$ cat config.mk
export PLATFORM = sky130hd
export DESIGN_NAME = gn_axis_upsizer
export DESIGN_NICKNAME = d
export VERILOG_FILES = /design/src/rtl/gn_axis_upsizer.sv
export SDC_FILE = /design/constraint.sdc
export NUM_CORES = 1
export LEC_CHECK = 0
export BUFFER_PORTS_ARGS = -buffer_cell sky130_fd_sc_hd__buf_4
export CORE_MARGIN = 1
export CORE_UTILIZATION = 45
export CTS_CLUSTER_DIAMETER = 100
export DETAILED_ROUTE_END_ITERATION = 16
export PLACE_DENSITY = 0.66
export SETUP_SLACK_MARGIN = 0.2
export SLEW_MARGIN = 10
export SYNTH_ARGS = -nofsm -noshare
export SYNTH_HDL_FRONTEND = slang
export SYNTH_SLANG_ARGS = --single-unit
$ cat constraint.sdc
create_clock -name clk -period 2.5 [get_ports clk]
set_input_delay 0 -clock clk [delete_from_list [all_inputs] [get_ports clk]]
set_output_delay 0 -clock clk [all_outputs]
set_load 0.1 [all_outputs]
$ cat src/rtl/gn_axis_upsizer.sv
// AXI-Stream width up-converter: packs narrow slave beats little-endian into one
// wide master word, closing early on tlast with tkeep marking the filled lanes.
module gn_axis_upsizer #(
    parameter int P_S_AXIS_DWIDTH = 8,
    parameter int P_M_AXIS_DWIDTH = 32,
    localparam int R  = P_M_AXIS_DWIDTH / P_S_AXIS_DWIDTH,
    localparam int CW = (R > 1) ? $clog2(R) : 1
) (
    input  logic                       clk,
    input  logic                       reset,
    input  logic [P_S_AXIS_DWIDTH-1:0] s_axis_tdata,
    input  logic                       s_axis_tvalid,
    output logic                       s_axis_tready,
    input  logic                       s_axis_tlast,
    output logic [P_M_AXIS_DWIDTH-1:0] m_axis_tdata,
    output logic [R-1:0]               m_axis_tkeep,
    output logic                       m_axis_tvalid,
    input  logic                       m_axis_tready,
    output logic                       m_axis_tlast
);

    logic [P_M_AXIS_DWIDTH-1:0] acc_data_q, acc_data_d;
    logic [R-1:0]               acc_keep_q, acc_keep_d;
    logic [CW-1:0]              cnt_q, cnt_d;
    logic [P_M_AXIS_DWIDTH-1:0] m_data_q, m_data_d;
    logic [R-1:0]               m_keep_q, m_keep_d;
    logic                       m_last_q, m_last_d;
    logic                       m_vld_q, m_vld_d;

    logic [R-1:0]               lane_sel_s;
    logic [P_M_AXIS_DWIDTH-1:0] merged_data_s;
    logic [R-1:0]               merged_keep_s;
    logic                       complete_s;
    logic                       s_ready_s;
    logic                       s_hs_s;
    logic                       m_hs_s;

    // Handshake decode, lane merge and next-state computation.
    always_comb begin
        lane_sel_s    = {{(R-1){1'b0}}, 1'b1} << cnt_q;
        merged_data_s = acc_data_q;
        merged_keep_s = acc_keep_q | lane_sel_s;
        for (int i = 0; i < R; i++) begin
            merged_data_s[i*P_S_AXIS_DWIDTH +: P_S_AXIS_DWIDTH] =
                lane_sel_s[i] ? s_axis_tdata
                              : acc_data_q[i*P_S_AXIS_DWIDTH +: P_S_AXIS_DWIDTH];
        end

        complete_s = (cnt_q == CW'(R - 1)) | s_axis_tlast;
        // Only a completing beat needs room in the output register.
        s_ready_s  = ~complete_s | ~m_vld_q | m_axis_tready;
        s_hs_s     = s_axis_tvalid & s_ready_s;
        m_hs_s     = m_vld_q & m_axis_tready;

        acc_data_d = acc_data_q;
        acc_keep_d = acc_keep_q;
        cnt_d      = cnt_q;
        m_data_d   = m_data_q;
        m_keep_d   = m_keep_q;
        m_last_d   = m_last_q;
        m_vld_d    = m_vld_q;

        if (s_hs_s & complete_s) begin
            m_data_d   = merged_data_s;
            m_keep_d   = merged_keep_s;
            m_last_d   = s_axis_tlast;
            m_vld_d    = 1'b1;
            acc_data_d = '0;
            acc_keep_d = '0;
            cnt_d      = '0;
        end else if (s_hs_s) begin
            acc_data_d = merged_data_s;
            acc_keep_d = merged_keep_s;
            cnt_d      = cnt_q + CW'(1);
            m_vld_d    = m_hs_s ? 1'b0 : m_vld_q;
        end else begin
            m_vld_d    = m_hs_s ? 1'b0 : m_vld_q;
        end
    end

    // Accumulator and output register state.
    always_ff @(posedge clk or posedge reset) begin
        if (reset) begin
            acc_data_q <= '0;
            acc_keep_q <= '0;
            cnt_q      <= '0;
            m_data_q   <= '0;
            m_keep_q   <= '0;
            m_last_q   <= 1'b0;
            m_vld_q    <= 1'b0;
        end else begin
            acc_data_q <= acc_data_d;
            acc_keep_q <= acc_keep_d;
            cnt_q      <= cnt_d;
            m_data_q   <= m_data_d;
            m_keep_q   <= m_keep_d;
            m_last_q   <= m_last_d;
            m_vld_q    <= m_vld_d;
        end
    end

    assign s_axis_tready = s_ready_s;
    assign m_axis_tdata  = m_data_q;
    assign m_axis_tkeep  = m_keep_q;
    assign m_axis_tlast  = m_last_q;
    assign m_axis_tvalid = m_vld_q;

endmodule

==> impl_metrics.env, run 1 <==
export IMPL_crit_start="cnt_q[0]"
export IMPL_die_width_um=88.60
export IMPL_final_common_cell="dfrtp_1"
export IMPL_drtIter0Drc=136
export IMPL_vias_per_cell=5.148
export IMPL_vias=2054
export IMPL_netlist_instances=231
export IMPL_min_period_ns=1.915
export IMPL_grt_pass1_vias=1983
export IMPL_max_clock_freq_mhz=522.2
export IMPL_ctsHoldBuffers=11
export IMPL_antenna_found_initial=0
export IMPL_cap_viol_max_count=0
export IMPL_fin_nets=312
export IMPL_slew_headroom_pct=61.73
export IMPL_start_kind="flop"
export IMPL_finalHoldViolCount=0
export IMPL_grt_use_total_pct=17.77
export IMPL_coreArea_sq_mm=0.007253
export IMPL_wl_per_cell_um=15.60
export IMPL_post_cts_setup_buffers=0
export IMPL_worstHoldPathType="in -> reg"
export IMPL_ys_flop_type="dfrtp_1"
export IMPL_synth_edf_count=0
export IMPL_slew_violations=0
export IMPL_critPathMaxFanout=11
export IMPL_worst_pin_slew_ns=0.5741
export IMPL_globalRouteOverflowTotal=0
export IMPL_dpl_hpwl_mm=3.955
export IMPL_io_buffers=51
export IMPL_setup_worst_path_end_class="flop"
export IMPL_tns_ns=0
export IMPL_post_cts_resize_count=0
export IMPL_r2r_start="cnt_q[0]"
export IMPL_fp_row_count=31
export IMPL_fillCellCount=628
export IMPL_regArea_sq_mm=0.001902
export IMPL_rrSetupSlack_ns=0.59
export IMPL_cp_endpoint="acc_data_q[6]"
export IMPL_drcViolationCount=0
export IMPL_synth_warnings=0
export IMPL_cts_tree="done"
export IMPL_crit_chain="inv_1 > ha_1 > or4b_1 > o211ai_2 > a22o_2"
export IMPL_layout_common_cells="76 x dfrtp_1, 64 x mux2_2, 56 x buf_4"
export IMPL_dieHeight_um=88.60
export IMPL_yosysSeqAreaShare_pct=56.36
export IMPL_clkSlewWorstSetupHoldPaths_ns=0.08
export IMPL_numClockSinks=76
export IMPL_synth_avg_cell_area_sq_um=14.61
export IMPL_cts_buffers=9
export IMPL_irDropWorstVdd_uv=528.4
export IMPL_reg2regPathDepth=5
export IMPL_p_leak_nw=2.106
export IMPL_layout_setup_ws_ns=0.5852
export IMPL_final_util_pct=56.86
export IMPL_cp_slowest_cell="or4b_1"
export IMPL_grt_pass1_wl_mm=10.20
export IMPL_gp_congestion=0.7456
export IMPL_ys_ff_latch=76
export IMPL_ys_types=29
export IMPL_post_route_period_util_pct=76.59
export IMPL_ios=52
export IMPL_grt_max_degree=77
export IMPL_dr_pass1_iters=4
export IMPL_ant_nets=0
export IMPL_synth_area_sq_mm=0.003374
export IMPL_outcome="finished, final reports clean"
export IMPL_diodes=0
export IMPL_syn2layout_area_growth_pct=22.21
export IMPL_hold_slack_ns=0.1964
export IMPL_start_util_pct=46.52
export IMPL_clockBufferDepth=2
export IMPL_p_per_area_mw_per_mm2=1113
export IMPL_place_ws_ns=0.6141
export IMPL_routed_wl_mm=6.226
export IMPL_worstPathArrival_ns=2.20
export IMPL_clkLatencyLatePin_ns=0.35
export IMPL_htreeDepth=3
export IMPL_r2r_end="acc_data_q[6]"
export IMPL_die_area_sq_mm=0.007849
export IMPL_ys_async_sr_fraction_pct=100.0
export IMPL_setup_viol=0
export IMPL_drive_above_1_share_pct=56.67
export IMPL_rsz0062_at_grt="no"
export IMPL_multi_input_area_sq_mm=0.001328
export IMPL_clockRootBuffer="clkbuf_8"
export IMPL_fin_worst_skew_ns=0.007876
export IMPL_slowest_delay_ns=0.56
export IMPL_critical_path_class="reg -> reg"
export IMPL_syn_nets=248
export IMPL_cp_required_ns=2.78
-- per-stage QoR --
| stage | std cells | area, sq um | total power [mW] |
|---|---|---|---|
| floorplan | 231 | 3374 | 3.280 |
| detailed placement | 372 | 3816 | 3.706 |
| finish | 399 | 4124 | 4.590 |
| global route | 399 | 4124 | 4.790 |
| global placement | 372 | 3816 | 3.692 |
| CTS | 399 | 4124 | 4.632 |
-- sequential cells by signal, summed over array words and instances (netlist names) --
name,flops
acc_data_q,32
acc_keep_q,4
m_axis_tlast,1
m_axis_tkeep,4
m_axis_tdata,32
m_axis_tvalid,1
cnt_q,2
-- how the worst min path moves through the flow --
stage             startpoint         endpoint  slack, ns  cells past startpoint
3_5_place_dp           reset    m_axis_tvalid       0.13                      3
3_3_place_gp           reset  m_axis_tkeep[3]       0.13                      3
4_1_cts        m_axis_tready    m_axis_tvalid       0.20                      4
6_report       m_axis_tready    m_axis_tvalid       0.20                      4
2_1_floorplan   s_axis_tlast     m_axis_tlast       0.13                      1
5_1_grt        m_axis_tready    m_axis_tvalid       0.23                      4
-- cells in the mapped netlist (2+ instances only) --
cell type	count	area (sq um)
dfrtp_1	76	1902
mux2_2	64	720.7
a22o_2	24	240.2
and2_1	9	56.30
inv_1	6	22.52
clkbuf_8	5	68.82
buf_2	4	20.02
clkbuf_1	4	15.01
ha_1	4	50.05
mux2i_1	4	40.04
nor2_1	4	15.01
a21o_1	3	22.52
and3_2	3	22.52
o211ai_2	3	37.54
or4b_1	3	30.03
nand2_1	2	7.510
-- critical path: cells and delay by family, from the launching register on --
| family | cells | cell delay [ns] |
|---|---|---|
| adders and majority gates | 1 | 0.40 |
| DFF | 1 | 0.38 |
| AOI/OAI and AO/OA | 2 | 0.41 |
| and+or+nand+nor | 1 | 0.56 |
| buffers and inverters | 1 | 0.10 |
-- cell families after synthesis --
kind of cell / synth area share [%]
AO/OA/AOI/OAI: 9.937
adder cells (fa/ha/maj): 1.483
buffers and inverters: 4.301
flip-flops: 56.36
multiplexers: 22.54
AND/OR/NAND/NOR: 5.376
-- power breakdown --
group          switching, mW  total [mW]  internal, mW
Combinational           1.56        2.10         0.548
Clock                  0.442       0.910         0.468
Sequential             0.120        1.58          1.46
Total                   2.12        4.59          2.47
-- area by class of cell --
type	count	share of cell area, %
Clock buffer	13	4.339
Tap cell	99	3.004
Inverter	6	0.5461
Clock inverter	3	0.4551
Sequential cell	76	46.12
Timing Repair Buffer	68	13.35
Multi-Input combinational cell	134	32.19
-- routing by layer --
metal  track usage [%]  up-vias  wire length, um  part of all wire, %
met5                 0        -                0                    0
met4             9.677        0              138                  2.2
met3             3.451       10              185                  3.0
met2             25.10       39             2791                   45
met1             25.76     1034             3110                   50
li1                  -      971                -                    -
Note: power is estimated with default switching activity, not from simulation.
==> run 2: changes to the inputs <==
- ABC_AREA: unset -> 1
- PLACE_DENSITY: 0.66 -> 0.65
- clock period: 2.5 -> 1.8 ns (I/O delays scaled with it)
==> run 2 against run 1 <==
  * Core utilization decreased by 0.70 points
  * Wire length up 35%
  * Flip-flop and latch count is the same
  * Sequential share of layout area decreased by 2.2 points
  * Critical path type is now reg -> out
  * Critical endpoint is now s_axis_tready
  * Total power grew 37%
  * Non-clock buffer count increased by 1
  * Register-to-register slack worse by 0.29 ns
  * Worst hold slack worse by 0.17 ns
  * Highest routed layer unchanged
  * Combinational power rose by 31%
  * Cell count increased by 52%
  * Synthesized area grew 6.6%
  * Sequential power grew 39%
==> impl_metrics.env, run 2 <==
export IMPL_wl_per_cell_um=13.85
export IMPL_ys_async_sr_fraction_pct=100.0
export IMPL_critPathBufInv=2
export IMPL_ant_nets=0
export IMPL_grt_pass1_wl_mm=13.99
export IMPL_grt_use_total_pct=21.78
export IMPL_dr_pass1_iters=8
export IMPL_layout_setup_ws_ns=0.2858
export IMPL_coreArea_sq_mm=0.007727
export IMPL_setup_worst_path_end_class="output pin"
export IMPL_worstHoldPathType="in -> reg"
export IMPL_dieHeight_um=91.41
export IMPL_worst_pin_slew_ns=0.4182
export IMPL_cts_buffers=9
export IMPL_layout_common_cells="258 x nand2_1, 75 x dfrtp_1, 63 x buf_4"
export IMPL_dpl_hpwl_mm=5.295
export IMPL_rsz0062_at_grt="no"
export IMPL_final_area_sq_mm=0.004339
export IMPL_io_buffers=51
export IMPL_numClockSinks=76
export IMPL_setup_viol=0
export IMPL_p_per_area_mw_per_mm2=1446
export IMPL_routed_wl_mm=8.407
export IMPL_drcViolationCount=0
export IMPL_start_kind="flop"
export IMPL_cpMostUsedCell="nand2_8"
export IMPL_gp_congestion=0.8118
export IMPL_netlist_instances=447
export IMPL_slew_violations=0
export IMPL_place_ws_ns=0.1232
export IMPL_synth_warnings=0
export IMPL_start_util_pct=46.55
export IMPL_antenna_found_initial=0
export IMPL_synth_edf_count=0
export IMPL_cap_viol_max_count=0
export IMPL_die_area_sq_mm=0.008355
export IMPL_slew_headroom_pct=72.12
export IMPL_yosysTopAreaCell="dfrtp_1"
export IMPL_place_area_sq_mm=0.004079
export IMPL_crit_chain="ha_2 > inv_8 > nand2_8 > nand2_8 > buf_12"
export IMPL_p_leak_nw=2.520
export IMPL_grt_pass1_vias=2856
export IMPL_clockBufferDepth=2
export IMPL_diodes=0
export IMPL_irDropWorstVdd_uv=672.5
export IMPL_post_route_period_util_pct=84.12
export IMPL_clkLatencyLatePin_ns=0.35
export IMPL_cp_required_ns=1.80
export IMPL_die_width_um=91.41
export IMPL_grt_max_degree=77
export IMPL_syn2layout_area_growth_pct=20.63
export IMPL_cp_slowest_cell="dfrtp_1"
export IMPL_syn_nets=464
export IMPL_clockRootBuffer="clkbuf_8"
export IMPL_ys_ff_latch=76
export IMPL_yosysSeqAreaShare_pct=52.87
export IMPL_synth_top_cell_area_share_pct=52.87
export IMPL_synth_most_common_cell="nand2_1"
export IMPL_final_common_cell="nand2_1"
export IMPL_fin_nets=517
export IMPL_fp_row_count=32
export IMPL_htreeDepth=3
export IMPL_globalRouteOverflowTotal=0
export IMPL_clkSlewWorstSetupHoldPaths_ns=0.08
export IMPL_worstPathArrival_ns=1.51
export IMPL_synth_avg_cell_area_sq_um=8.047
export IMPL_vias_per_cell=5.007
export IMPL_synthTopCellsByCount="258 x nand2_1, 76 x dfrtp_1, 36 x nand4_1"
export IMPL_critPathMaxFanout=15
export IMPL_fin_worst_skew_ns=0.004719
export IMPL_ys_flop_type="dfrtp_1"
export IMPL_outcome="finished, final reports clean"
export IMPL_drive_above_1_share_pct=20.59
export IMPL_vias=3039
export IMPL_tns_ns=0
export IMPL_min_period_ns=1.514
export IMPL_finalHoldViolCount=0
export IMPL_synth_area_leaders="dfrtp_1 53%, nand2_1 27%, nand4_1 6.3%"
export IMPL_drtIter0Drc=161
export IMPL_max_clock_freq_mhz=660.4
export IMPL_critical_path_class="reg -> out"
export IMPL_synth_area_sq_mm=0.003597
export IMPL_ios=52
export IMPL_slowest_delay_ns=0.43
export IMPL_critPathTopFamily="flip-flops"
export IMPL_cts_tree="done"
export IMPL_ys_types=21
-- run 2: through the flow --
stage / total power, mW / util (%) / hold slack, ns / cells
floorplan: 4.384 / - / 0.1377 / 447
global placement: 4.949 / 52.79 / 0.1461 / 587
detailed placement: 4.972 / 52.79 / 0.1513 / 587
CTS: 6.307 / 55.80 / 0.01826 / 605
global route: 6.567 / 56.15 / 0.05252 / 607
finish: 6.276 / 56.15 / 0.03105 / 607
-- run 2: area by class of cell --
| type | instances | area (sq um) |
|---|---|---|
| clock buffers | 10 | 137.6 |
| clock inverters | 6 | 63.81 |
| fillers | 705 | 3388 |
| inverters | 25 | 108.9 |
| multi-input cells | 319 | 1423 |
| flip-flops and latches | 76 | 1906 |
| well taps | 102 | 127.6 |
| repair buffers | 69 | 573.1 |
-- run 2: timing repair --
| item | CTS | global route |
|---|---|---|
| pin swaps | 0 | 0 |
| endpoints found under the hold margin | 77 | 0 |
| gates resized for setup | 2 | 3 |
| hold buffers | 2 | 0 |
| setup endpoints to repair | 37 | 37 |
| buffers inserted | 0 | 2 |
-- run 2: worst min-delay path, delay by kind of cell --
kind | cells | cell delay, ns
buf+inv | 1 | 0.09
simple gates | 4 | 0.27
-- run 2: logic make-up after synthesis --
logic type               Yosys count  synth area share (%)
AO/OA/AOI/OAI                      3                0.6260
flip-flops                        76                 52.87
buffers and inverters             52                 8.174
adder cells (fa/ha/maj)            4                 1.391
AND/OR/NAND/NOR                  312                 36.94
-- run 2: power breakdown --
part	switching, mW	leakage, nW	internal (mW)	total, mW
Combinational	2.17	1.40	0.586	2.76
Sequential	0.181	1.02	2.01	2.19
Clock	0.649	0.0983	0.675	1.32
Total	3.00	2.52	3.27	6.28
-- run 2: worst paths after layout --
path,start,cells after the start,endpoint,slack (ns)
worst min-delay path,m_axis_tready,5,m_axis_tlast,0.03
max in group asynchronous,reset,4,m_axis_tvalid,1.14
worst min register to register,acc_keep_q[3],2,acc_keep_q[3],0.47
worst max-delay path,cnt_q[0],5,s_axis_tready,0.29
min in group asynchronous,reset,4,m_axis_tdata[14],0.30
worst max register to register,cnt_q[0],7,m_axis_tkeep[2],0.30
-- run 2: routing by layer --
metal	routed length (um)	share of wire, %	global-route usage, %	vias up
li1	-	-	-	1498
met2	3886	46	33.46	78
met5	0	0	0	-
met3	483	5.7	4.020	15
met4	172	2.0	8.995	0
met1	3866	46	30.32	1448
==> run 3: changes to the inputs <==
- clock period: 1.8 -> 1.45 ns (I/O delays scaled with it)
==> run 3 against run 2 <==
  * The run now ends with setup timing left
  * First-iteration DRC count is 32% higher
  * Non-clock buffer count is 22 higher
  * Sequential power is 27% higher
  * Critical path depth is 4 higher
  * Clock power is 39% higher
  * Wire length is 16% higher
  * Total power is 36% higher
  * Final area is 15% higher
  * Cell count is 4.0% higher
  * Largest power group unchanged
==> impl_metrics.env, run 3 (same netlist as run 2, synthesis figures left out) <==
export IMPL_outcome="complete, but fails checks"
export IMPL_violations="setup timing"
export IMPL_clock_power_share_pct=21.6
export IMPL_clockRootBuffer="clkbuf_8"
export IMPL_die_area_sq_mm=0.008355
export IMPL_cts_buffers=9
export IMPL_drive_above_1_share_pct=36.67
export IMPL_reg2regPathDepth=9
export IMPL_wl_per_cell_um=15.41
export IMPL_dr_pass1_iters=4
export IMPL_die_width_um=91.41
export IMPL_fillCellCount=622
export IMPL_post_route_period_util_pct=100.3
export IMPL_r2r_end="m_axis_tdata[30]"
export IMPL_cp_required_ns=1.70
export IMPL_io_buffers=51
export IMPL_drcViolationCount=0
export IMPL_slew_headroom_pct=72.83
export IMPL_vias_per_cell=5.116
export IMPL_ant_nets=0
export IMPL_syn2layout_area_growth_pct=38.96
export IMPL_combPwrFrac_pct=45.7
export IMPL_p_switching_mw=3.950
export IMPL_cpMostUsedCell="buf_12"
export IMPL_irDropWorstVdd_uv=890.8
export IMPL_rsz0062_at_grt="yes"
export IMPL_clkSlewWorstSetupHoldPaths_ns=0.08
export IMPL_routed_wl_mm=9.725
export IMPL_rrSetupSlack_ns=-0.005
export IMPL_worst_pin_slew_ns=0.4076
export IMPL_place_area_sq_mm=0.004128
export IMPL_crit_chain="ha_4 > inv_8 > nand2_8 > buf_12 > nand3_4 > buf_12 > buf_12 > nand2_2 > nand2_1"
export IMPL_dieHeight_um=91.41
export IMPL_start_kind="flop"
export IMPL_globalRouteOverflowTotal=0
export IMPL_final_area_sq_mm=0.004999
export IMPL_hold_path_end="acc_data_q[9]"
export IMPL_diodes=0
export IMPL_hold_depth=5
export IMPL_start_util_pct=46.55
export IMPL_clockBufferDepth=2
export IMPL_grt_pass1_vias=3152
export IMPL_cp_slowest_cell="dfrtp_1"
export IMPL_place_ws_ns=-0.1038
export IMPL_fp_row_count=32
export IMPL_drtIter0Drc=212
export IMPL_dpl_cell_count=591
export IMPL_hp_start="s_axis_tdata[1]"
export IMPL_layout_setup_ws_ns=-0.004948
export IMPL_cts_tree="done"
export IMPL_coreArea_sq_mm=0.007727
export IMPL_min_period_ns=1.455
export IMPL_max_clock_freq_mhz=687.3
export IMPL_sequentialPowerShare_pct=32.7
export IMPL_grt_max_degree=77
export IMPL_fin_worst_skew_ns=0.007161
export IMPL_cap_viol_max_count=0
export IMPL_finalPower_mw=8.508
export IMPL_critical_path_class="reg -> reg"
export IMPL_ios=52
export IMPL_finalHoldViolCount=0
export IMPL_gp_congestion=0.7939
export IMPL_p_leak_nw=2.782
export IMPL_final_cell_count_no_fill=631
export IMPL_critPathTopFamily="buffers and inverters"
export IMPL_p_per_area_mw_per_mm2=1702
export IMPL_layout_common_cells="207 x nand2_1, 75 x dfrtp_1, 67 x buf_4"
export IMPL_dpl_hpwl_mm=5.425
export IMPL_fin_nets=542
export IMPL_slew_violations=0
export IMPL_critPathMaxFanout=7
export IMPL_worstHoldPathType="in -> reg"
export IMPL_antenna_found_initial=0
export IMPL_final_common_cell="nand2_1"
export IMPL_setup_viol=2
export IMPL_grt_pass1_wl_mm=15.71
export IMPL_slowest_delay_ns=0.41
export IMPL_clkLatencyLatePin_ns=0.36
export IMPL_worstPathArrival_ns=1.71
export IMPL_vias=3228
export IMPL_setup_worst_path_end_class="flop"
export IMPL_critPathBufInv=4
export IMPL_grt_use_total_pct=24.77
export IMPL_htreeDepth=3
export IMPL_hold_slack_ns=0.03007
export IMPL_switching_share_pct=46.43
export IMPL_r2r_start="cnt_q[1]"
export IMPL_numClockSinks=76
export IMPL_internal_power_mw=4.558
run 3: power by group through the flow:
stage               clock [mW]  combinational (mW)  sequential, mW
floorplan                    0               0.905            4.55
global placement             0                3.43            2.74
detailed placement           0                3.45            2.76
CTS                       1.86                3.75            2.73
global route              1.94                4.10            2.82
finish                    1.84                3.89            2.78
run 3: layer usage:
metal  part of all wire, %  track usage, %  up-vias
li1                      -               -     1548
met3                   6.7           5.193       14
met2                    49           39.04      100
met5                     0               0        -
met1                    43           32.41     1566
met4                   1.6           12.17        0
run 3: worst max-delay path by stage:
stage                        start               end  depth (start not counted)
after global placement    cnt_q[0]    acc_data_q[19]                          6
after CTS                 cnt_q[1]     s_axis_tready                          6
after global routing      cnt_q[1]  m_axis_tdata[18]                          9
final                     cnt_q[1]  m_axis_tdata[30]                          9
after detailed placement  cnt_q[0]     acc_data_q[6]                          6
after floorplan           cnt_q[0]     acc_keep_q[0]                         10
run 3: timing repair:
item / in CTS / in global routing
setup buffers: 14 / 1
cloned: 7 / 1
gates resized for setup: 54 / 63
hold endpoints to repair: 77 / 0
endpoints found under the setup margin: 77 / 77
pin swaps: 17 / 4
hold buffers: 2 / 0
run 3: area by class of cell:
type / instances / area (sq um) / share of cell area (%)
repair inverters: 2 / 10.01 / 0.2003
flip-flops and latches: 76 / 1906 / 38.12
well taps: 102 / 127.6 / 2.553
repair buffers: 91 / 920.9 / 18.42
clock buffers: 11 / 151.4 / 3.029
inverters: 25 / 121.4 / 2.428
clock inverters: 4 / 72.57 / 1.452
multi-input cells: 320 / 1689 / 33.79
run 3: per-stage QoR:
| stage | util [%] | setup TNS [ns] |
|---|---|---|
| after floorplan | - | -1.434 |
| after global placement | 53.42 | -1.375 |
| after detailed placement | 53.42 | -2.455 |
| after CTS | 61.92 | 0 |
| after global routing | 64.69 | -1.076 |
| final | 64.69 | -0.005321 |
run 3: worst min-delay path, stage by stage:
cell and delay, ns:
buf_4 0.13, nand2_1 0.05, nand2_1 0.07, nand2_1 0.05
nand2_1 0.05
